$ cat src/rtl/truth_table_sequencer_pkg.sv
// Shared types and constants for the truth-table sequencer.
package truth_table_pkg;

    // Sequencer control states.
    typedef enum logic [1:0] {
        IDLE,
        SETTLE,
        SAMPLE,
        DONE
    } state_e;

    // Expected truth table of a 3-input AND gate (only stim==7 yields 1).
    localparam logic [7:0] DEFAULT_AND3_MASK = 8'h80;

    // Number of input combinations for an n-input block.
    function automatic int num_vectors(input int n);
        return 1 << n;
    endfunction

endpackage

$ cat src/rtl/truth_table_sequencer_settle_timer.sv
// Loadable down-counter that times how long each vector is held before sampling.
module settle_timer #(
    parameter int W = 8
) (
    input  logic         clk,
    input  logic         rst,
    input  logic         load,
    input  logic [W-1:0] load_value,
    input  logic         enable,
    output logic         expired
);

    logic [W-1:0] cnt_q;
    logic [W-1:0] cnt_d;

    // Next count: a load wins over a decrement.
    always_comb begin
        cnt_d = cnt_q;
        if (load) begin
            cnt_d = load_value;
        end else if (enable) begin
            cnt_d = cnt_q - W'(1);
        end
    end

    // Count register.
    // NOTE: sequential state uses non-blocking assignments so every flop samples pre-edge values.
    always_ff @(posedge clk) begin
        if (rst) begin
            cnt_q <= '0;
        end else begin
            cnt_q <= cnt_d;
        end
    end

    // The final settle cycle is the one where the count reads 1.
    assign expired = (cnt_q == W'(1));

endmodule

$ cat src/rtl/truth_table_sequencer.sv
// Walks every input combination of a small combinational block in ascending
// order, samples its result after a settle time and scores it against an
// expected truth table.
module truth_table_sequencer
    import truth_table_pkg::*;
#(
    parameter int NUM_INPUTS    = 3,
    parameter int SETTLE_CYCLES = 2,
    parameter logic [num_vectors(NUM_INPUTS)-1:0] EXPECTED_MASK = DEFAULT_AND3_MASK
) (
    input  logic                  clk,
    input  logic                  rst,
    input  logic                  start,
    input  logic                  result_in,
    output logic [NUM_INPUTS-1:0] stim,
    output logic                  busy,
    output logic                  done,
    output logic                  pass,
    output logic [NUM_INPUTS:0]   err_count,
    output logic [NUM_INPUTS-1:0] first_fail_idx,
    output logic                  sample_valid,
    output logic [NUM_INPUTS-1:0] sample_idx,
    output logic                  sample_result
);

    localparam logic [NUM_INPUTS-1:0] LAST_IDX =
        NUM_INPUTS'(num_vectors(NUM_INPUTS) - 1);
    localparam logic [7:0] SETTLE_LOAD = 8'(SETTLE_CYCLES);

    state_e                state_q,          state_d;
    logic [NUM_INPUTS-1:0] idx_q,            idx_d;
    logic [NUM_INPUTS:0]   err_count_q,      err_count_d;
    logic [NUM_INPUTS-1:0] first_fail_idx_q, first_fail_idx_d;
    logic                  done_q,           done_d;
    logic                  pass_q,           pass_d;
    logic                  sample_valid_q,   sample_valid_d;
    logic [NUM_INPUTS-1:0] sample_idx_q,     sample_idx_d;
    logic                  sample_result_q,  sample_result_d;

    logic timer_load;
    logic timer_enable;
    logic timer_expired;

    settle_timer #(
        .W (8)
    ) u_settle_timer (
        .clk        (clk),
        .rst        (rst),
        .load       (timer_load),
        .load_value (SETTLE_LOAD),
        .enable     (timer_enable),
        .expired    (timer_expired)
    );

    // Next-state and scoring logic for the vector walk.
    // NOTE: every signal gets a default first so no path can leave one unassigned and infer a latch.
    always_comb begin
        state_d          = state_q;
        idx_d            = idx_q;
        err_count_d      = err_count_q;
        first_fail_idx_d = first_fail_idx_q;
        done_d           = done_q;
        pass_d           = pass_q;
        sample_valid_d   = 1'b0;
        sample_idx_d     = sample_idx_q;
        sample_result_d  = sample_result_q;
        timer_load       = 1'b0;
        timer_enable     = 1'b0;

        unique case (state_q)
            IDLE, DONE: begin
                if (start) begin
                    state_d          = SETTLE;
                    idx_d            = '0;
                    err_count_d      = '0;
                    first_fail_idx_d = '0;
                    done_d           = 1'b0;
                    pass_d           = 1'b0;
                    timer_load       = 1'b1;
                end else if (state_q == DONE) begin
                    // Flags follow DONE by one cycle so err_count is already final.
                    done_d = 1'b1;
                    pass_d = (err_count_q == '0);
                end
            end

            SETTLE: begin
                if (timer_expired) begin
                    state_d = SAMPLE;
                end else begin
                    timer_enable = 1'b1;
                end
            end

            SAMPLE: begin
                sample_valid_d  = 1'b1;
                sample_idx_d    = idx_q;
                sample_result_d = result_in;
                if (result_in != EXPECTED_MASK[idx_q]) begin
                    err_count_d = err_count_q + (NUM_INPUTS + 1)'(1);
                    if (err_count_q == '0) begin
                        first_fail_idx_d = idx_q;
                    end
                end
                if (idx_q == LAST_IDX) begin
                    state_d = DONE;
                end else begin
                    idx_d      = idx_q + NUM_INPUTS'(1);
                    timer_load = 1'b1;
                    state_d    = SETTLE;
                end
            end

            default: begin
                state_d = IDLE;
            end
        endcase
    end

    // State and output registers; reset abandons any run in progress.
    always_ff @(posedge clk) begin
        if (rst) begin
            state_q          <= IDLE;
            idx_q            <= '0;
            err_count_q      <= '0;
            first_fail_idx_q <= '0;
            done_q           <= 1'b0;
            pass_q           <= 1'b0;
            sample_valid_q   <= 1'b0;
            sample_idx_q     <= '0;
            sample_result_q  <= 1'b0;
        end else begin
            state_q          <= state_d;
            idx_q            <= idx_d;
            err_count_q      <= err_count_d;
            first_fail_idx_q <= first_fail_idx_d;
            done_q           <= done_d;
            pass_q           <= pass_d;
            sample_valid_q   <= sample_valid_d;
            sample_idx_q     <= sample_idx_d;
            sample_result_q  <= sample_result_d;
        end
    end

    // The vector index is the stimulus itself, so stim only moves on vector entry.
    assign stim           = idx_q;
    assign busy           = (state_q == SETTLE) || (state_q == SAMPLE);
    assign done           = done_q;
    assign pass           = pass_q;
    assign err_count      = err_count_q;
    assign first_fail_idx = first_fail_idx_q;
    assign sample_valid   = sample_valid_q;
    assign sample_idx     = sample_idx_q;
    assign sample_result  = sample_result_q;

endmodule

$ cat config.mk
export PLATFORM = sky130hd
export DESIGN_NAME = truth_table_sequencer
export DESIGN_NICKNAME = d
export VERILOG_FILES = /design/src/rtl/truth_table_sequencer_pkg.sv /design/src/rtl/truth_table_sequencer_settle_timer.sv /design/src/rtl/truth_table_sequencer.sv
export SDC_FILE = /design/constraint.sdc
export NUM_CORES = 1
export LEC_CHECK = 0
export ABC_AREA = 1
export CORE_ASPECT_RATIO = 1.5
export CORE_MARGIN = 3
export CORE_UTILIZATION = 29
export CTS_CLUSTER_DIAMETER = 200
export DETAILED_ROUTE_END_ITERATION = 10
export PLACE_DENSITY = 0.57
export SLEW_MARGIN = 20
export SYNTH_ARGS = -nofsm -noshare
export SYNTH_HDL_FRONTEND = slang
export SYNTH_SLANG_ARGS = --single-unit
$ cat constraint.sdc
create_clock -name clk -period 2.8 [get_ports clk]
set_input_delay 0.28 -clock clk [delete_from_list [all_inputs] [get_ports clk]]
set_output_delay 0.28 -clock clk [all_outputs]
set_load 0.01 [all_outputs]
==> metrics.txt <==
# TYPE chip_impl_metric gauge
chip_impl_metric{name="post-route-drc-count",unit=""} 0
chip_impl_metric{name="finalCritPeriodShare",unit="%"} 73.5
chip_impl_metric{name="grt_antenna_before_repair",unit=""} 0
chip_impl_metric{name="hold_buffers",unit=""} 0
chip_impl_metric{name="worst-endpoint-required",unit="ps"} 2520
chip_impl_metric{name="ctsLongestPathBuffers",unit=""} 2
chip_impl_metric{name="vias_in_the_first_global_route",unit=""} 1286
chip_impl_metric{name="detail_route.wl_per_cell",unit="um"} 10.4
chip_impl_metric{name="max_freq",unit="MHz"} 486
chip_impl_metric{name="post_synth_inst_count",unit=""} 217
chip_impl_metric{name="gr-total-overflow",unit=""} 0
chip_impl_metric{name="postLayoutCellArea",unit="um^2"} 1850
chip_impl_metric{name="worst-slew-pin-transition",unit="ps"} 466
chip_impl_metric{name="core",unit="um^2"} 4960
chip_impl_metric{name="final.setup.tns",unit="ps"} 0
chip_impl_metric{name="psw",unit="uW"} 535
chip_impl_metric{name="critical_path.max_stage_delay",unit="ps"} 540
chip_impl_metric{name="die_area",unit="um^2"} 6190
chip_impl_metric{name="finClkSkew",unit="ps"} 5.17
chip_impl_info{name="timing.hold.worst.class",value="reg2reg"} 1
chip_impl_metric{name="timing.max_slew.rel_slack",unit="%"} 68.9
chip_impl_metric{name="cts.clk_slew.worst_paths",unit="ps"} 90
chip_impl_metric{name="seq_area_frac_synth",unit="%"} 36.7
chip_impl_metric{name="final.fill_count",unit=""} 565
chip_impl_metric{name="number_of_sinks_on_the_clock_net",unit=""} 28
chip_impl_metric{name="setup-violations-final",unit=""} 0
chip_impl_info{name="clockRootBuffer",value="sky130_fd_sc_hd__clkbuf_8"} 1
chip_impl_metric{name="grt_pass1_wl",unit="um"} 5710
chip_impl_info{name="rsz0062_at_grt",value="false"} 1
chip_impl_metric{name="power_switching_share",unit="%"} 41.0
chip_impl_metric{name="ios",unit=""} 22
chip_impl_metric{name="p_leak",unit="nW"} 0.790
chip_impl_metric{name="numPortBuffers",unit=""} 21
chip_impl_metric{name="placed_area",unit="um^2"} 1810
chip_impl_metric{name="cts_post_setup_buffers_inserted",unit=""} 0
chip_impl_metric{name="post_cts_resize_count",unit=""} 0
chip_impl_metric{name="vias_per_cell",unit=""} 4.41
chip_impl_info{name="critical_path.slowest_cell",value="sky130_fd_sc_hd__clkdlybuf4s50_1"} 1
chip_impl_metric{name="fin_cells",unit=""} 306
chip_impl_metric{name="combinationalPowerShare",unit="%"} 45.4
chip_impl_metric{name="initial_core_util",unit="%"} 30.7
chip_impl_metric{name="multi_input_comb_area",unit="um^2"} 811
chip_impl_info{name="final_common_cell",value="sky130_fd_sc_hd__nand2_1"} 1
chip_impl_info{name="worstSetupEndpointType",value="output pin"} 1
chip_impl_metric{name="cp_data_arrival_time",unit="ps"} 1780
chip_impl_metric{name="netlist-cell-type-count",unit=""} 28
chip_impl_metric{name="grtUsageTotal",unit="%"} 11.9
chip_impl_metric{name="grt_start_max_net_pins",unit=""} 15
chip_impl_info{name="critical_path.startpoint_type",value="register"} 1
chip_impl_metric{name="cts-buffers-inserted",unit=""} 3
chip_impl_metric{name="vias",unit=""} 1349
chip_impl_metric{name="antennaDiodeCount",unit=""} 0
chip_impl_metric{name="finish.net_count",unit=""} 256
chip_impl_metric{name="die_height",unit="um"} 94.9
chip_impl_metric{name="synthesis.nets",unit=""} 231
chip_impl_metric{name="hold_viol",unit=""} 0
chip_impl_info{name="tritoncts",value="yes"} 1
chip_impl_metric{name="clock_latency",unit="ps"} 270
chip_impl_info{name="timing_worst_setup_path_type",value="reg2out"} 1
chip_impl_metric{name="place.detailed.instances",unit=""} 303
chip_impl_metric{name="drt-initial-drc-count",unit=""} 33
chip_impl_info{name="run_status",value="finished, final reports clean"} 1
chip_impl_metric{name="die-width",unit="um"} 65.2
chip_impl_metric{name="timing.max_cap.violations",unit=""} 0
chip_impl_info{name="crit_chain",value="inv_1 > ha_1 > inv_2 > clkdlybuf4s50_1"} 1
chip_impl_metric{name="drt_wl_total",unit="um"} 3190
chip_impl_info{name="final_cell_mix",value="sky130_fd_sc_hd__nand2_1, sky130_fd_sc_hd__inv_1, sky130_fd_sc_hd__dfxtp_1, sky130_fd_sc_hd__nor2_1, sky130_fd_sc_hd__clkdlybuf4s50_1"} 1
chip_impl_metric{name="power-per-cell-area",unit="nW/um^2"} 703
chip_impl_metric{name="sequential_cell_area",unit="um^2"} 561
chip_impl_metric{name="min_period",unit="ps"} 2060
chip_impl_metric{name="irDropWorstVdd",unit="mV"} 0.275
chip_impl_metric{name="rows",unit=""} 31
chip_impl_metric{name="slew_violations",unit=""} 0
chip_impl_metric{name="whs",unit="ps"} 465
chip_impl_metric{name="crit_fanout",unit=""} 6
chip_impl_metric{name="final_layout_size_suffix_gt1_share",unit="%"} 10.8
chip_impl_metric{name="drtAntennaViolNets",unit=""} 0
chip_impl_metric{name="areaGrowthSynthToFinish",unit="%"} 21.4
chip_impl_metric{name="cts_htree_levels",unit=""} 1
chip_impl_metric{name="netlist_area",unit="um^2"} 1530
chip_impl_metric{name="detail_route.first_pass.iterations",unit=""} 4
chip_impl_metric{name="gpl.final_weighted_congestion",unit=""} 0.792
chip_impl_metric{name="part_of_the_total_power_dissipated_in_the_clock_network",unit="%"} 16.5
chip_impl_metric{name="postSynthAreaPerCell",unit="um^2"} 7.03
chip_impl_metric{name="placed_wire_length_estimate",unit="um"} 2510
chip_impl_metric{name="yosys_warnings",unit=""} 0
chip_impl_metric{name="yosys_reg_bits",unit=""} 28
chip_impl_metric{name="power.sequential.fraction",unit="%"} 38.1
chip_impl_metric{name="cell_internal_pwr",unit="uW"} 768
power by group through the flow:
stage                     clock network (mW)  logic [mW]  registers (mW)
final                                  0.215       0.591           0.497
after global routing                   0.235       0.690           0.505
after CTS                              0.226       0.603           0.497
after detailed placement                   0       0.600           0.506
after global placement                     0       0.594           0.505
after floorplan                            0       0.460           0.501
layer usage:
layer	up-vias	GRT usage, %	wire length (um)
li1	723	-	-
met1	601	13.0	1360
met2	20	21.6	1680
met3	5	2.02	76
met4	0	6.23	76
met5	-	0	0
worst max-delay path, delay by kind of cell (launching register included):
| kind | cells | cell delay, ps |
|---|---|---|
| flops | 1 | 410 |
| fa+ha+maj | 1 | 380 |
| buf+inv | 3 | 710 |
per-stage QoR:
stage | worst slack [ps] | total power, mW | util [%]
3_5_place_dp | 1050 | 1.11 | 36.5
5_1_grt | 656 | 1.43 | 37.3
3_3_place_gp | 1070 | 1.10 | 36.5
6_report | 741 | 1.30 | 37.3
2_1_floorplan | 1300 | 0.960 | -
4_1_cts | 725 | 1.33 | 37.3
sequential cells by signal, summed over array words and instances (netlist names), named ones only:
register and flops:
sample_idx 3, sample_result 1, sample_valid 1, stim 3, u_settle_timer.cnt_q 8, err_count 4
state_q 2, first_fail_idx 3, pass 1, done 1
area by class of cell:
cell class	count	share of cell area [%]
multi-input combinational	151	43.8
sequential	28	30.2
timing repair buffer	22	11.7
inverter	36	7.56
tap	66	4.46
clock buffer	3	2.23
cell families after synthesis:
kind of cell,count (synthesis),synth area share [%]
fa+ha+maj,10,8.20
buf+inv,38,10.2
compound gates,34,13.5
simple gates,107,31.4
flops,28,36.7
worst paths after layout:
kind	slack [ps]	depth (start not counted)	end	startpoint
worst min register to register	470	2	sample_idx[2]	sample_idx[2]
worst min-delay path	470	2	sample_idx[2]	sample_idx[2]
worst max-delay path	740	4	busy	state_q[0]
worst max register to register	1130	8	register	state_q[0]
cells in the mapped netlist:
cell / number / area share, %
sky130_fd_sc_hd__nor3_1: 1 / 0.33
sky130_fd_sc_hd__buf_6: 1 / 0.74
sky130_fd_sc_hd__and2_4: 1 / 0.57
sky130_fd_sc_hd__a22oi_1: 1 / 0.49
sky130_fd_sc_hd__nand3_1: 8 / 2.6
sky130_fd_sc_hd__nand2_1: 58 / 14
sky130_fd_sc_hd__a21oi_1: 18 / 5.9
sky130_fd_sc_hd__inv_1: 33 / 8.1
sky130_fd_sc_hd__o21ai_4: 1 / 1.1
sky130_fd_sc_hd__nand3b_1: 1 / 0.49
sky130_fd_sc_hd__inv_6: 1 / 0.57
sky130_fd_sc_hd__o21ai_0: 6 / 2.0
sky130_fd_sc_hd__a21boi_0: 1 / 0.49
sky130_fd_sc_hd__nand2_2: 4 / 1.6
sky130_fd_sc_hd__ha_1: 10 / 8.2
sky130_fd_sc_hd__nand4_1: 2 / 0.82
sky130_fd_sc_hd__inv_2: 2 / 0.49
sky130_fd_sc_hd__o21bai_1: 1 / 0.49
sky130_fd_sc_hd__nor2_4: 2 / 1.5
sky130_fd_sc_hd__nor2_1: 23 / 5.7
sky130_fd_sc_hd__o21ai_2: 4 / 2.3
sky130_fd_sc_hd__nand3_2: 2 / 1.3
sky130_fd_sc_hd__dfxtp_1: 28 / 37
sky130_fd_sc_hd__o21ai_1: 1 / 0.33
sky130_fd_sc_hd__clkbuf_1: 1 / 0.25
sky130_fd_sc_hd__o31ai_1: 1 / 0.49
sky130_fd_sc_hd__or2_4: 1 / 0.57
sky130_fd_sc_hd__nor2_2: 4 / 1.6
Power figures use the tool's default switching activity.
